`config.mk`:
```
export PLATFORM = sky130hd
export DESIGN_NAME = piano_voice_engine_flat
export DESIGN_NICKNAME = d
export VERILOG_FILES = /design/src/rtl/piano_voice_engine_if.sv /design/src/rtl/piano_voice_engine.sv /design/src/flat_wrapper.sv
export SDC_FILE = /design/constraint.sdc
export NUM_CORES = 1
export LEC_CHECK = 0
export CORE_UTILIZATION = 51
export DETAILED_ROUTE_END_ITERATION = 16
export DONT_BUFFER_PORTS = 1
export PLACE_DENSITY = 0.66
export SYNTH_ARGS = -nofsm -noshare
export SYNTH_HDL_FRONTEND = slang
export SYNTH_SLANG_ARGS = --single-unit
```
`constraint.sdc`:
```
create_clock -name clk_i -period 11.3 [get_ports clk_i]
set_clock_uncertainty 0.05 [all_clocks]
set_input_delay 2.26 -clock clk_i [delete_from_list [all_inputs] [get_ports clk_i]]
set_output_delay 2.26 -clock clk_i [all_outputs]
set_load 0.005 [all_outputs]
```
`src/rtl/piano_voice_engine_if.sv`:
```
// piano_voice_engine_if: the key, mode, table, song and output bundle of the
// piano voice engine. The master side drives keys and programming writes.
// The slave side is the engine itself.
interface piano_voice_engine_if #(
   parameter int NUM_KEYS = 8,
   parameter int DIV_W    = 18,
   parameter int SONG_LEN = 32
);
   localparam int KW = (NUM_KEYS > 1) ? $clog2(NUM_KEYS) : 1;
   localparam int AW = (SONG_LEN > 1) ? $clog2(SONG_LEN) : 1;

   logic [NUM_KEYS-1:0] keys_i;
   logic [1:0]          mode_i;
   logic                start_i;
   logic                tbl_we_i;
   logic [KW-1:0]       tbl_idx_i;
   logic [DIV_W-1:0]    tbl_data_i;
   logic                song_we_i;
   logic [AW-1:0]       song_addr_i;
   logic [KW+3:0]       song_wdata_i;

   logic                freq_o;
   logic                note_valid_o;
   logic [KW-1:0]       note_o;
   logic [NUM_KEYS-1:0] led_o;
   logic                busy_o;
   logic                done_o;
   logic [7:0]          miss_cnt_o;

   modport master (
      output keys_i, mode_i, start_i, tbl_we_i, tbl_idx_i, tbl_data_i,
             song_we_i, song_addr_i, song_wdata_i,
      input  freq_o, note_valid_o, note_o, led_o, busy_o, done_o, miss_cnt_o
   );

   modport slave (
      input  keys_i, mode_i, start_i, tbl_we_i, tbl_idx_i, tbl_data_i,
             song_we_i, song_addr_i, song_wdata_i,
      output freq_o, note_valid_o, note_o, led_o, busy_o, done_o, miss_cnt_o
   );
endinterface

```
`src/rtl/piano_voice_engine.sv`:
```
// piano_voice_engine: N-key tone generator with a programmable pitch table.
// A song memory feeds a single sequencer FSM.
// The FSM covers free play, lesson (wait for the correct key) and autoplay.
// Optional macro PIANO_ARTIC_EN inserts a one-beat silent GAP after every
// autoplay note.
module piano_voice_engine #(
   parameter int NUM_KEYS = 8,
   parameter int DIV_W    = 18,
   parameter int SONG_LEN = 32,
   parameter int BEAT_DIV = 12500000
) (
   input logic                  clk_i,
   input logic                  rst_ni,
   piano_voice_engine_if.slave  bus
);
   localparam int KW = (NUM_KEYS > 1) ? $clog2(NUM_KEYS) : 1;
   localparam int AW = (SONG_LEN > 1) ? $clog2(SONG_LEN) : 1;
   localparam int BW = (BEAT_DIV > 1) ? $clog2(BEAT_DIV) : 1;
`ifdef PIANO_ARTIC_EN
   localparam bit ARTIC = 1'b1;
`else
   localparam bit ARTIC = 1'b0;
`endif

   typedef enum logic [2:0] {
      S_IDLE, S_FETCH, S_DECODE, S_PLAY, S_GAP, S_WAIT_KEY, S_DONE
   } state_t;

   state_t            state_q, state_d;
   logic [AW-1:0]     addr_q;
   logic [1:0]        run_mode_q;
   logic [KW-1:0]     play_key_q;
   logic [3:0]        dur_q;
   logic [BW-1:0]     beat_q;
   logic [7:0]        miss_q;
   logic              prev_valid_q;
   logic [KW-1:0]     prev_key_q;
   logic [KW+3:0]     rd_q;
   logic [KW+3:0]     song_mem [SONG_LEN];
   logic [DIV_W-1:0]  tbl_q [NUM_KEYS];

   logic              note_valid_q;
   logic [KW-1:0]     note_q;
   logic [DIV_W-1:0]  per_q;
   logic [DIV_W-1:0]  cnt_q;
   logic              freq_q;

   logic              sel_valid;
   logic [KW-1:0]     sel_key;
   logic [3:0]        rd_dur;
   logic [KW-1:0]     rd_key;
   logic              start_ok, abort, beat_tc, play_end, last_addr;
   logic              hit, miss_press, adv;
   logic              src_valid;
   logic [KW-1:0]     src_key;
   logic              chg;
   logic              busy, done;
   logic [NUM_KEYS-1:0] led;

   assign rd_dur = rd_q[KW+3:KW];
   assign rd_key = rd_q[KW-1:0];

   // Lowest-index asserted key wins
   always_comb begin
      sel_valid = 1'b0;
      sel_key   = '0;
      for (int i = NUM_KEYS - 1; i >= 0; i--) begin
         if (bus.keys_i[i]) begin
            sel_valid = 1'b1;
            sel_key   = KW'(i);
         end
      end
   end

   // Sequencer control decode: start, abort, beat end and advance conditions
   always_comb begin
      start_ok   = bus.start_i && (bus.mode_i == 2'b01 || bus.mode_i == 2'b10);
      abort      = (state_q != S_IDLE) && (bus.mode_i != run_mode_q);
      beat_tc    = (beat_q == BW'(BEAT_DIV - 1));
      play_end   = (state_q == S_PLAY) && beat_tc && (dur_q == 4'd1);
      last_addr  = (addr_q == AW'(SONG_LEN - 1));
      // Rising selection of the expected key, or a fresh press of a wrong one
      hit        = sel_valid && (sel_key == play_key_q) &&
                   !(prev_valid_q && prev_key_q == play_key_q);
      miss_press = sel_valid && (sel_key != play_key_q) && !prev_valid_q;
      adv        = !abort && !start_ok &&
                   ((play_end && !ARTIC) ||
                    (state_q == S_GAP && beat_tc) ||
                    (state_q == S_WAIT_KEY && hit));
   end

   // FSM state register
   always_ff @(posedge clk_i or negedge rst_ni) begin
      if (!rst_ni) state_q <= S_IDLE;
      else         state_q <= state_d;
   end

   // FSM next state: abort beats start, start beats normal sequencing
   always_comb begin
      state_d = state_q;
      if (abort) begin
         state_d = S_IDLE;
      end else if (start_ok) begin
         state_d = S_FETCH;
      end else if (adv) begin
         state_d = last_addr ? S_DONE : S_FETCH;
      end else begin
         case (state_q)
            S_FETCH:  state_d = S_DECODE;
            S_DECODE: begin
               if (rd_dur == 4'd0)          state_d = S_DONE;
               else if (run_mode_q == 2'b10) state_d = S_PLAY;
               else                          state_d = S_WAIT_KEY;
            end
            S_PLAY:   if (play_end) state_d = S_GAP;
            S_DONE:   state_d = S_IDLE;
            default:  ;
         endcase
      end
   end

   // FSM outputs: status flags and the one-hot guide LEDs
   always_comb begin
      busy = (state_q != S_IDLE);
      done = (state_q == S_DONE);
      led  = '0;
      if (state_q == S_WAIT_KEY || state_q == S_PLAY)
         led = NUM_KEYS'(1) << play_key_q;
   end

   // Sequencer datapath: address, current entry, beat/duration timers, misses
   always_ff @(posedge clk_i or negedge rst_ni) begin
      if (!rst_ni) begin
         addr_q       <= '0;
         run_mode_q   <= 2'b00;
         play_key_q   <= '0;
         dur_q        <= '0;
         beat_q       <= '0;
         miss_q       <= '0;
         prev_valid_q <= 1'b0;
         prev_key_q   <= '0;
      end else begin
         prev_valid_q <= sel_valid;
         prev_key_q   <= sel_key;
         if (start_ok && !abort) begin
            addr_q     <= '0;
            run_mode_q <= bus.mode_i;
         end else if (adv && !last_addr) begin
            addr_q <= addr_q + AW'(1);
         end
         if (state_q == S_DECODE) begin
            play_key_q <= rd_key;
            dur_q      <= rd_dur;
            beat_q     <= '0;
         end else if (state_q == S_PLAY || state_q == S_GAP) begin
            beat_q <= beat_tc ? '0 : beat_q + BW'(1);
            if (state_q == S_PLAY && beat_tc) dur_q <= dur_q - 4'd1;
         end else begin
            beat_q <= '0;
         end
         if (start_ok && !abort)
            miss_q <= '0;
         else if (state_q == S_WAIT_KEY && miss_press && !abort && !start_ok &&
                  miss_q != 8'hFF)
            miss_q <= miss_q + 8'd1;
      end
   end

   // Song memory: writable only while idle, registered read at addr
   always_ff @(posedge clk_i) begin
      if (bus.song_we_i && state_q == S_IDLE) song_mem[bus.song_addr_i] <= bus.song_wdata_i;
      rd_q <= song_mem[addr_q];
   end

   // Pitch table entries, each a resettable half-period register
   for (genvar gi = 0; gi < NUM_KEYS; gi++) begin : g_tbl
      // Per-entry write port
      always_ff @(posedge clk_i or negedge rst_ni) begin
         if (!rst_ni)                                           tbl_q[gi] <= '0;
         else if (bus.tbl_we_i && bus.tbl_idx_i == KW'(gi)) tbl_q[gi] <= bus.tbl_data_i;
      end
   end

   // Sound source: sequencer note in autoplay (valid from PLAY entry), keys otherwise
   always_comb begin
      if (bus.mode_i == 2'b10) begin
         src_valid = (state_d == S_PLAY);
         src_key   = (state_q == S_DECODE) ? rd_key : play_key_q;
      end else begin
         src_valid = sel_valid;
         src_key   = sel_key;
      end
      if (!src_valid) src_key = '0;
      chg = (src_valid != note_valid_q) || (src_key != note_q);
   end

   // Tone generator: latched half-period, reloaded at terminal count or note change
   always_ff @(posedge clk_i or negedge rst_ni) begin
      if (!rst_ni) begin
         note_valid_q <= 1'b0;
         note_q       <= '0;
         per_q        <= '0;
         cnt_q        <= '0;
         freq_q       <= 1'b0;
      end else begin
         note_valid_q <= src_valid;
         note_q       <= src_key;
         if (chg) begin
            cnt_q  <= '0;
            freq_q <= 1'b0;
            per_q  <= src_valid ? tbl_q[src_key] : '0;
         end else if (!note_valid_q) begin
            cnt_q  <= '0;
            freq_q <= 1'b0;
         end else if (per_q == '0) begin
            // Silent entry: keep polling the table so a new pitch takes hold
            cnt_q  <= '0;
            freq_q <= 1'b0;
            per_q  <= tbl_q[note_q];
         end else if (cnt_q == per_q - DIV_W'(1)) begin
            cnt_q  <= '0;
            freq_q <= ~freq_q;
            per_q  <= tbl_q[note_q];
         end else begin
            cnt_q <= cnt_q + DIV_W'(1);
         end
      end
   end

   assign bus.freq_o       = freq_q;
   assign bus.note_valid_o = note_valid_q;
   assign bus.note_o       = note_q;
   assign bus.led_o        = led;
   assign bus.busy_o       = busy;
   assign bus.done_o       = done;
   assign bus.miss_cnt_o   = miss_q;
endmodule

```
`src/flat_wrapper.sv`:
```
// flat-port wrapper written by rule: the top's interface ports become plain ports
module piano_voice_engine_flat 
#(
   parameter int NUM_KEYS = 8,
   parameter int DIV_W    = 18,
   parameter int SONG_LEN = 32,
   parameter int BEAT_DIV = 12500000
)
  (clk_i, rst_ni, bus_keys_i, bus_mode_i, bus_start_i, bus_tbl_we_i, bus_tbl_idx_i, bus_tbl_data_i, bus_song_we_i, bus_song_addr_i, bus_song_wdata_i, bus_freq_o, bus_note_valid_o, bus_note_o, bus_led_o, bus_busy_o, bus_done_o, bus_miss_cnt_o);
  piano_voice_engine_if #(.NUM_KEYS(NUM_KEYS), .DIV_W(DIV_W), .SONG_LEN(SONG_LEN)) bus_i ();
  input logic clk_i;
  input logic rst_ni;
  input wire logic [$bits(bus_i.keys_i)-1:0] bus_keys_i;
  input wire logic [$bits(bus_i.mode_i)-1:0] bus_mode_i;
  input wire logic [$bits(bus_i.start_i)-1:0] bus_start_i;
  input wire logic [$bits(bus_i.tbl_we_i)-1:0] bus_tbl_we_i;
  input wire logic [$bits(bus_i.tbl_idx_i)-1:0] bus_tbl_idx_i;
  input wire logic [$bits(bus_i.tbl_data_i)-1:0] bus_tbl_data_i;
  input wire logic [$bits(bus_i.song_we_i)-1:0] bus_song_we_i;
  input wire logic [$bits(bus_i.song_addr_i)-1:0] bus_song_addr_i;
  input wire logic [$bits(bus_i.song_wdata_i)-1:0] bus_song_wdata_i;
  output wire logic [$bits(bus_i.freq_o)-1:0] bus_freq_o;
  output wire logic [$bits(bus_i.note_valid_o)-1:0] bus_note_valid_o;
  output wire logic [$bits(bus_i.note_o)-1:0] bus_note_o;
  output wire logic [$bits(bus_i.led_o)-1:0] bus_led_o;
  output wire logic [$bits(bus_i.busy_o)-1:0] bus_busy_o;
  output wire logic [$bits(bus_i.done_o)-1:0] bus_done_o;
  output wire logic [$bits(bus_i.miss_cnt_o)-1:0] bus_miss_cnt_o;
  assign bus_i.keys_i = bus_keys_i;
  assign bus_i.mode_i = bus_mode_i;
  assign bus_i.start_i = bus_start_i;
  assign bus_i.tbl_we_i = bus_tbl_we_i;
  assign bus_i.tbl_idx_i = bus_tbl_idx_i;
  assign bus_i.tbl_data_i = bus_tbl_data_i;
  assign bus_i.song_we_i = bus_song_we_i;
  assign bus_i.song_addr_i = bus_song_addr_i;
  assign bus_i.song_wdata_i = bus_song_wdata_i;
  assign bus_freq_o = bus_i.freq_o;
  assign bus_note_valid_o = bus_i.note_valid_o;
  assign bus_note_o = bus_i.note_o;
  assign bus_led_o = bus_i.led_o;
  assign bus_busy_o = bus_i.busy_o;
  assign bus_done_o = bus_i.done_o;
  assign bus_miss_cnt_o = bus_i.miss_cnt_o;
  piano_voice_engine #(.NUM_KEYS(NUM_KEYS), .DIV_W(DIV_W), .SONG_LEN(SONG_LEN), .BEAT_DIV(BEAT_DIV)) u_core (.clk_i(clk_i), .rst_ni(rst_ni), .bus(bus_i));
endmodule
```
==> flow_results.org <==
** Final layout
- The sequential cells in the finished layout cover a total of 0.0128 mm2.
- Share of layout cells above drive strength 1 :: a little over a fifth
- From synthesis to final layout, the design area changed by 10.0%.
- The library cell used most frequently in the layout, excluding fill and tap cells, is sky130_fd_sc_hd__dfrtp_1.
- 0 antenna diodes ended up in the layout.
- The count of cells in the finished layout, fillers not included, comes to 2391.
- The final layout contains 1817 nets.
- FILL cells :: 3520
- Area used by multi-input combinational logic :: 0.00953 mm2
- Most used cells in the layout excluding fill and tap cells :: sky130_fd_sc_hd__dfrtp_1, sky130_fd_sc_hd__edfxtp_1, sky130_fd_sc_hd__nor2_1

** CTS
- No sink is reached through more buffers than the 3 on the longest clock path.
- Total CTS buffers :: 50
- TritonCTS built the clock tree.
- Num Clock Sinks :: 469
- After clock tree synthesis, the clock-pin slew on the worst setup and hold paths is around 60 ps.
- After clock tree synthesis, the repair step resized 0 gates.
- Number of buffers inserted for hold repair after clock tree synthesis :: 0
- Clock insertion delay at the later pin of the skew report :: 620 ps
- The cell sitting at the root of the clock tree is a sky130_fd_sc_hd__clkbuf_16.
- Post-CTS setup-driven buffer insertion count :: 0
- In this run the number of H-tree levels came out at 2.

** Power and ir drop
- The clock network burns 34.1% of the power.
- Of the total power, combinational logic draws slightly above 20%.
- Switching power summed over all nets :: 1.47 mW
- Of the total power, the share spent switching nets is between 20% and 30%.
- In this run the static leakage power is 8.92 nW.
- The worst-case IR drop observed on VDD is 158 uV.
- Sequential group share of total power :: about 45%
- Int Pwr :: 3.46 mW
- PwrDens :: 195 mW/mm2

** Global routing
- The first global-routing pass estimated 89.9 mm of wire.
- The initial antenna violation count is 0.
- Via count of the first global-routing pass :: ~15000
- Largest net degree at the start of global routing :: 239
- Remaining Overflow, GRT :: 0
- Across every metal layer, demand over resource in global routing totals 25.3%.

** Placed design
- After detailed placement, the design holds a cell count of roughly 2300.
- Detail Placement HPWL :: ~37 mm
- Worst slack at placement :: 5840 ps
- Port buffering added 0 buffers.
- At the end of routability-driven placement, the weighted congestion stood at between 0.9 and 1.

** Timing
- In the post-route analysis, the smallest setup slack over all paths is 6420 ps.
- Final-report max-slew violation count :: 0
- The count of endpoints failing hold in the final timing report was 0.
- Measured against its own limit, the worst slew margin works out to 20.7%.
- Peak clock frequency supported by timing :: 205 MHz
- After layout, the worst path uses 43.2% of the clock period.
- Setup-failing EPs final :: 0
- Setup repair after global routing left no endpoint under its margin.
- In the final timing run, aggregate negative setup slack is 0 ps.
- For the pin with the worst max-slew slack, the measured transition is around 1200 ps.
- Final critical-path required period :: 4880 ps

** Critical path
- For this run, the slowest stage of the critical path takes 550 ps.
- In this design, the critical path's most frequently occurring cell is sky130_fd_sc_hd__buf_4.
- Of all nets on the critical path, the largest fanout is 46.
- The worst setup path is captured at a register.
- List of cells traversed by the critical path :: nor4_2 -> buf_4 -> nor2b_1 -> mux2_2 -> buf_4 -> xnor2_1 -> and2_1 -> and3_1 -> nand2_1 -> o221ai_2
- Startpoint class of the critical path :: primary input
- Critical path required time :: 11760 ps
- WP depth :: 10
- Slowest cell on crit path :: sky130_fd_sc_hd__nand2_1
- Number of cells traversed by the worst register-to-register path :: 11
- The critical path is of the primary input to register type.
- Arrival time of data at the critical path endpoint :: 5340 ps
- The cell family contributing the most delay on the critical path is simple AND/OR/NAND/NOR gates.
- Together, buffers and inverters on the worst path number 2.

** Logic synthesis
- Flip-flop cell with the highest count after synthesis :: sky130_fd_sc_hd__dfrtp_1
- Combined area of all synthesized cells :: 0.0229 mm2
- Counting distinct cell types in the post-synthesis netlist gives 78.
- The average instance in the mapped netlist occupies 12.8 um2.
- Cells after synthesis :: about 1800
- Counting flops with an async set or reset pin after synthesis yields a share of 50.7%.
- For this run, the number of Yosys warnings is 0.
- Synthesis produced a netlist with a net count of 1845.
- Sequential element share of the synthesized area :: ~56%
- Yosys reg bits :: between 400 and 500
- Number of enable-type register cells in the synthesized netlist :: 224

** Drt
- Via Count :: roughly 15000
- The first routing iteration left 1521 violations.
- Dividing the detail-routed wire length by the instance count gives approximately 24 um.
- DRC Markers :: 0
- Wires add up to 57.6 mm.
- Mean number of vias per cell :: 6.32
- Antenna viol nets, final :: 0
- The first detailed-routing pass ran for 9 iterations.

** Die
- The floorplan step set the die width to 214 um.
- Total number of placement rows :: just under 80
- Effective utilization at floorplan :: 51.8%
- 71 I/O pins were placed.
- Standard cell core area :: 0.0442 mm2
- Measured along the y axis, the die boundary spans 214 um.
- The die covers 0.0458 mm2.

** Worst hold path
- The min-delay analysis places its worst path in the category register to register.
- Worst Hold Path Cells :: 2

** Run status
- Outcome :: completed

** Run
- Max-cap violation count :: 0
-- worst paths after layout --
check	start	endpoint	slack, ps
max	bus_keys_i[3]	u_core.per_q[16]	6420
min	u_core.rd_q[1]	u_core.play_key_q[1]	420
max reg2reg	u_core.per_q[0]	u_core.per_q[16]	6780
min reg2reg	u_core.rd_q[1]	u_core.play_key_q[1]	420
max in group asynchronous	rst_ni	u_core.cnt_q[3]	9380
min in group asynchronous	rst_ni	u_core.beat_q[10]	1310
-- per-layer routing --
metal	vias up	global-route usage [%]	part of all wire, %
met2	532	41.7	49
met1	7710	34.0	42
met5	-	0	0
met3	107	5.03	6.5
li1	6762	-	-
met4	0	7.82	2.5
-- power by group through the flow --
| stage | combinational, mW | clock [mW] | sequential [mW] |
|---|---|---|---|
| floorplan | 0.849 | 0 | 2.12 |
| global placement | 0.980 | 0 | 2.25 |
| detailed placement | 1.00 | 0 | 2.26 |
| CTS | 1.01 | 1.70 | 2.23 |
| global route | 1.10 | 1.77 | 2.26 |
| finish | 1.01 | 1.68 | 2.23 |
-- area by class of cell --
| class | count | share of cell area [%] |
|---|---|---|
| Tap cell | 592 | 2.94 |
| Timing Repair Buffer | 30 | 0.894 |
| Multi-Input combinational cell | 1167 | 37.8 |
| Clock inverter | 21 | 0.969 |
| Inverter | 41 | 0.611 |
| Sequential cell | 469 | 50.9 |
| Clock buffer | 71 | 5.84 |
-- worst reg2reg max path, cell delays in order (launching register included) --
cell                       delay, ps
sky130_fd_sc_hd__dfrtp_1         470
sky130_fd_sc_hd__inv_1           160
sky130_fd_sc_hd__ha_1            410
sky130_fd_sc_hd__nor3b_1         610
sky130_fd_sc_hd__a21oi_1         150
sky130_fd_sc_hd__nor4_1          350
sky130_fd_sc_hd__nand4_1         130
sky130_fd_sc_hd__or4_1           550
sky130_fd_sc_hd__a221o_1         290
sky130_fd_sc_hd__o31ai_1         230
sky130_fd_sc_hd__nand2_1         600
sky130_fd_sc_hd__o221ai_2        410
-- kinds of logic (layout without fill, tap and decap cells) --
kind of cell    count (synthesis)  count (layout)  synth area share, %
xor+xnor                       76              76                 2.91
buf+inv                       151             163                 2.60
flops                         469             469                 56.0
compound gates                283             283                 9.06
simple gates                  487             487                 10.3
mux                           311             311                 18.6
fa+ha+maj                      10              10                0.546
-- synth_stat cells, types with 32 or more instances --
cell	number	area share (%)
sky130_fd_sc_hd__o22ai_1	57	1.6
sky130_fd_sc_hd__edfxtp_1	224	29
sky130_fd_sc_hd__mux4_2	76	7.5
sky130_fd_sc_hd__dfrtp_1	238	26
sky130_fd_sc_hd__xor2_1	32	1.2
sky130_fd_sc_hd__a21oi_1	48	1.0
sky130_fd_sc_hd__nor3_1	55	1.2
sky130_fd_sc_hd__mux2i_1	86	3.8
sky130_fd_sc_hd__xnor2_1	44	1.7
sky130_fd_sc_hd__inv_1	41	0.67
sky130_fd_sc_hd__mux2_2	149	7.3
sky130_fd_sc_hd__o21ai_0	43	0.94
sky130_fd_sc_hd__nand2_1	103	1.7
sky130_fd_sc_hd__nand3_1	32	0.70
sky130_fd_sc_hd__nor2_1	169	2.8
sky130_fd_sc_hd__clkbuf_1	85	1.4
-- sequential cells by signal, indices dropped and copies added (netlist names) --
name / cells
u_core.rd_q: 7
u_core.tbl_q: 144
u_core.addr_q: 5
u_core.bus.note_o: 3
u_core.dur_q: 4
u_core.run_mode_q: 2
u_core.cnt_q: 18
u_core.play_key_q: 3
u_core.song_mem: 224
u_core.bus.note_valid_o: 1
u_core.state_q: 3
u_core.per_q: 18
u_core.prev_key_q: 3
u_core.prev_valid_q: 1
u_core.beat_q: 24
u_core.bus.freq_o: 1
u_core.bus.miss_cnt_o: 8
-- through the flow --
stage	cell area, um2	power [mW]	hold WS, ps	util [%]
2_1_floorplan	22900	2.97	377	-
3_3_place_gp	23500	3.23	399	53.1
3_5_place_dp	23500	3.26	403	53.1
4_1_cts	25200	4.94	413	57.0
5_1_grt	25200	5.13	449	57.0
6_report	25200	4.92	418	57.0
(Power assumes the default switching activity.)
